--- src/rtl/rr_hold_arbiter.sv ---
// Round-robin arbiter with grant holding: the owner keeps the resource until done,
// request drop, or the hold limit; every hand-over passes through one dead cycle.
module rr_hold_arbiter #(
  parameter int N        = 4,
  parameter int ID_W     = 2,
  parameter int MAX_HOLD = 16,
  parameter int HOLD_W   = 5
) (
  input  logic            clk,
  input  logic            rst,
  input  logic [N-1:0]    req,
  input  logic            done,
  output logic [N-1:0]    grant,
  output logic            grant_valid,
  output logic [ID_W-1:0] grant_id,
  output logic            timeout
);

  typedef enum logic [1:0] {IDLE, BUSY, GAP} state_t;

  localparam bit                HOLD_EN   = (MAX_HOLD != 0);
  localparam logic [HOLD_W-1:0] HOLD_LAST = HOLD_W'((MAX_HOLD == 0) ? 0 : MAX_HOLD - 1);

  state_t            state_reg, state_next;
  logic [N-1:0]      grant_reg, grant_next;
  logic              valid_reg, valid_next;
  logic [ID_W-1:0]   id_reg, id_next;
  logic [ID_W-1:0]   ptr_reg, ptr_next;
  logic [HOLD_W-1:0] hold_cnt_reg, hold_cnt_next;
  logic              timeout_reg, timeout_next;

  // Candidate order for the search: ptr, ptr+1, ... wrapping modulo N.
  logic [ID_W-1:0] cand [N];
  generate
    for (genvar gi = 0; gi < N; gi++) begin : g_cand
      assign cand[gi] = ID_W'((int'(ptr_reg) + gi) % N);
    end
  endgenerate

  logic            win_found;
  logic [ID_W-1:0] win_id;

  // Walk backwards so the candidate closest to ptr overwrites the others.
  always_comb begin
    win_found = 1'b0;
    win_id    = '0;
    for (int k = N - 1; k >= 0; k--) begin
      if (req[cand[k]]) begin
        win_found = 1'b1;
        win_id    = cand[k];
      end
    end
  end

  logic rel_done, rel_drop, rel_hold, release_now;

  always_comb begin
    rel_done    = done;
    rel_drop    = !req[id_reg];
    rel_hold    = HOLD_EN && (hold_cnt_reg == HOLD_LAST);
    release_now = rel_done || rel_drop || rel_hold;
  end

  always_comb begin
    state_next    = state_reg;
    grant_next    = grant_reg;
    valid_next    = valid_reg;
    id_next       = id_reg;
    ptr_next      = ptr_reg;
    hold_cnt_next = hold_cnt_reg;
    timeout_next  = 1'b0;
    case (state_reg)
      IDLE, GAP: begin
        if (win_found) begin
          state_next    = BUSY;
          grant_next    = N'(1) << win_id;
          valid_next    = 1'b1;
          id_next       = win_id;
          hold_cnt_next = '0;
        end else begin
          state_next = IDLE;
          grant_next = '0;
          valid_next = 1'b0;
        end
      end
      BUSY: begin
        if (release_now) begin
          state_next   = GAP;
          grant_next   = '0;
          valid_next   = 1'b0;
          ptr_next     = ID_W'((int'(id_reg) + 1) % N);
          // Only a pure hold-limit revocation is reported as a timeout.
          timeout_next = rel_hold && !rel_done && !rel_drop;
        end else begin
          hold_cnt_next = hold_cnt_reg + 1'b1;
        end
      end
      default: begin
        state_next = IDLE;
        grant_next = '0;
        valid_next = 1'b0;
      end
    endcase
  end

  always_ff @(posedge clk or posedge rst) begin
    if (rst) begin
      state_reg    <= IDLE;
      grant_reg    <= '0;
      valid_reg    <= 1'b0;
      id_reg       <= '0;
      ptr_reg      <= '0;
      hold_cnt_reg <= '0;
      timeout_reg  <= 1'b0;
    end else begin
      state_reg    <= state_next;
      grant_reg    <= grant_next;
      valid_reg    <= valid_next;
      id_reg       <= id_next;
      ptr_reg      <= ptr_next;
      hold_cnt_reg <= hold_cnt_next;
      timeout_reg  <= timeout_next;
    end
  end

  assign grant       = grant_reg;
  assign grant_valid = valid_reg;
  assign grant_id    = id_reg;
  assign timeout     = timeout_reg;

endmodule

--- config.mk ---
export PLATFORM = sky130hd
export DESIGN_NAME = rr_hold_arbiter
export DESIGN_NICKNAME = d
export VERILOG_FILES = /design/src/rtl/rr_hold_arbiter.sv
export SDC_FILE = /design/constraint.sdc
export NUM_CORES = 1
export LEC_CHECK = 0
export ABC_AREA = 1
export CORE_MARGIN = 2
export CORE_UTILIZATION = 47
export DETAILED_ROUTE_END_ITERATION = 16
export PLACE_DENSITY_LB_ADDON = 0.05
export SLEW_MARGIN = 0
export SYNTH_ARGS = -nofsm -noshare
export SYNTH_HDL_FRONTEND = slang
export SYNTH_SLANG_ARGS = --single-unit
--- constraint.sdc ---
create_clock -name clk -period 1.6 [get_ports clk]
set_clock_uncertainty 0.15 [all_clocks]
set_input_delay 0.4 -clock clk [delete_from_list [all_inputs] [get_ports clk]]
set_output_delay 0.4 -clock clk [all_outputs]
set_load 0.005 [all_outputs]
==> impl_metrics.csv <==
group,metric,value,unit
status,status,"finished with violations",
status,violations,"setup timing",
yosys,yosys_most_used_dff,"dfrtp_1",
floorplanning,start_util,50.1,%
layout,final_nets,186,
cts,ctsHoldBuffers,0,
critical_path,endpoint_kind,"flip-flop",
layout,largest_reg_flops,5,
floorplanning,rows,16,
grt,antenna_found_initial,0,
cts,htreeDepth,1,
place,place_hpwl,1.51,mm
yosys,synth_top_area_share,43.3,%
critical_path,path_common_cell,"ha_2",
grt,grt_pass1_vias,962,
critical_path,arrival,1.73,ns
place,routabilityCongestion,0.898,
route,wl_per_cell,11.6,µm
place,placed_cells,186,
timing,timing.hold.ws,0.257,ns
route,route.final.wire_length,2.36,mm
yosys,syn_inst,135,
timing,rsz0062_at_grt,"true",
floorplanning,die_w,49.7,µm
layout,syn2layout_area_growth,54.1,%
floorplanning,die_h,49.7,µm
power_and_ir_drop,total_power,2810,µW
cts,numCtsBuffers,3,
critical_path,crit_path_max_fanout,7,
critical_path,worstPathCellList,"ha_2 > nand2_2 > nor2_2 > ha_2 > inv_2 > nand4_4 > nand2_4 > inv_4 > nand2_1 > o21ai_1",
route,wl_met1,1.13,mm
yosys,ys_top_cells_by_count,"nand2_1 (49), inv_1 (18), dfrtp_1 (17)",
cts,clk_latency,0.29,ns
route,dr_wl_met2,1.11,mm
floorplanning,io-pin-count,15,
power_and_ir_drop,p_int,1500,µW
power_and_ir_drop,ir_worst_vdd,1.27,mV
grt,grt_first_pass_wirelength,4.03,mm
cts,cts_root_buffer,"clkbuf_4",
yosys,syn_area,983,µm²
route,vias_per_cell,4.95,
power_and_ir_drop,p_sw,1310,µW
yosys,yosysTopAreaCell,"dfrtp_1",
floorplanning,die_area,2470,µm²
timing,period_needed,1.70,ns
place,place_area,1230,µm²
layout,finalInstanceArea,1520,µm²
timing,setup-violations-final,9,
min_path,hp-class,"in -> async",
critical_path,cpMaxStageDelayCell,"dfrtp_1",
timing,fmax,590,MHz
cts,cts.reportedPaths.clkPinSlew,0.10,ns
route,highest_layer,"met4",
route,remaining_drc_errors,0,
layout,finalNonFillerCells,203,
critical_path,required,1.63,ns
grt,globalRouteOverflowTotal,0,
timing,setup_tns,-0.295,ns
yosys,ys_seq_area_share,43.3,%
grt,grt_max_degree,18,
layout,layout-drive-gt1-share,47.7,%
place,portBuffers,14,
route,met3_length,77,µm
timing,finalHoldViolCount,0,
yosys,avgSynthCellArea,7.28,µm²
route,first_pass_iters,4,
critical_path,critical-path-max-stage-delay,0.41,ns
power_and_ir_drop,p_per_area,1860,nW/µm²
yosys,synth_nets,144,
route,drt-initial-drc-count,25,
layout,antennaDiodeCount,0,
route,ant_nets,0,
yosys,yosysWarnings,0,
route,routed-via-count,1004,
power_and_ir_drop,clkPwrFrac,8.1,%
power_and_ir_drop,p_sw_share,46.7,%
timing,max_slew_margin,81.1,%
floorplanning,core,1960,µm²
yosys,ys_async_sr_fraction,100,%
yosys,yosys_register_bits,17,
yosys,synth-edff-count,0,
timing,fin_ws,-0.0961,ns
yosys,synth.most_common_cell,"nand2_1",
critical_path,cp-start-kind,"flip-flop",
timing,worstMarginPinSlew,0.282,ns
critical_path,criticalPathCategory,"reg -> reg",
grt,grt_usage,21.2,%
power_and_ir_drop,power_frac_comb,67.6,%
cts,clock-sinks,17,
yosys,synth_cell_types,21,
timing,period_share,106,%
cts,clockBufferDepth,2,
yosys,synth_area_leaders,"dfrtp_1 (43%), nand2_1 (19%), nand3_1 (7.1%)",
timing,slew_violations,0,
flow_run,drv_cap,0,
power_and_ir_drop,leakage,0.000789,µW
power_and_ir_drop,seq_power_share,24.3,%
cts,cts_tree,"yes",
## stage by stage
stage | setup WS, ns | util (%)
floorplan | 0.00303 | -
global placement | -0.382 | 62.8
detailed placement | -0.419 | 62.8
CTS | -0.0458 | 69.5
global route | -0.147 | 77.2
finish | -0.0961 | 77.2
## cells by family (layout without fill, tap and decap cells)
logic type	count (synthesis)	after routing	share of synthesized area [%]
xor+xnor	2	2	1.78
simple gates	78	78	34.6
buf+inv	22	63	9.41
fa+ha+maj	2	2	2.54
compound gates	14	14	8.40
flops	17	17	43.3
## layout by cell type, fill, tap and decap left out
cell type and instances:
a21oi_1 2, a21oi_2 1, buf_4 21, buf_6 4, clkbuf_4 3, clkdlybuf4s50_1 3
clkinv_2 1, dfrtp_1 13, dfrtp_2 4, dlygate4sd2_1 10, ha_2 2, inv_1 12
inv_2 6, inv_4 3, nand2_1 32, nand2_2 17, nand2_4 5, nand3_1 5
nand3_2 10, nand4_4 1, nor2_1 5, nor2_2 2, nor2_4 1, o211ai_1 1
o21ai_1 7, o21ai_2 1, o21ai_4 1, o21bai_2 1, xnor2_1 1, xor2_1 1
## routing by layer
| metal | up-vias | global-route usage [%] |
|---|---|---|
| met3 | 7 | 3.94 |
| met5 | - | 0 |
| met2 | 28 | 35.6 |
| met1 | 462 | 26.7 |
| li1 | 507 | - |
| met4 | 0 | 8.80 |
## critical path, delay by kind of cell, from the launching register on
| kind | cells | cell delay (ns) |
|---|---|---|
| buffers and inverters | 2 | 0.12 |
| DFF | 1 | 0.41 |
| and+or+nand+nor | 5 | 0.46 |
| adders and majority gates | 2 | 0.37 |
| AOI/OAI and AO/OA | 1 | 0.07 |
## what timing repair did
| action | in CTS | in global routing |
|---|---|---|
| cloned | 0 | 0 |
| buffers inserted | 7 | 6 |
| resized for setup | 38 | 36 |
| pin swaps | 15 | 16 |
| endpoints found under the setup margin | 23 | 16 |
## final timing paths
| kind | from | endpoint | slack [ns] | depth (start not counted) |
|---|---|---|---|---|
| max | hold_cnt_reg[1] | hold_cnt_reg[0] | -0.1 | 10 |
| max in group asynchronous | rst | grant_id[1] | 0.83 | 3 |
| min reg2reg | grant[3] | grant[3] | 0.34 | 2 |
| min in group clk | grant[3] | grant[3] | 0.34 | 2 |
| max reg2reg | hold_cnt_reg[1] | hold_cnt_reg[0] | -0.1 | 10 |
| min | rst | grant_valid | 0.26 | 3 |
## cell type report
cell class / instances / area, µm²
Sequential cell: 17 / 430
Clock buffer: 3 / 22.5
Multi-Input combinational cell: 96 / 617
Tap cell: 27 / 33.8
Clock inverter: 1 / 5.00
Fill cell: 150 / 447
Timing Repair Buffer: 38 / 320
Inverter: 21 / 86.3
## power groups by stage
stage / sequential (µW) / clock (µW) / combinational (µW)
finish: 683 / 229 / 1900
floorplan: 666 / 0 / 865
global placement: 710 / 0 / 1220
global route: 699 / 265 / 2110
CTS: 689 / 235 / 1450
detailed placement: 712 / 0 / 1250
No activity file was read; power rests on OpenSTA's default activity.
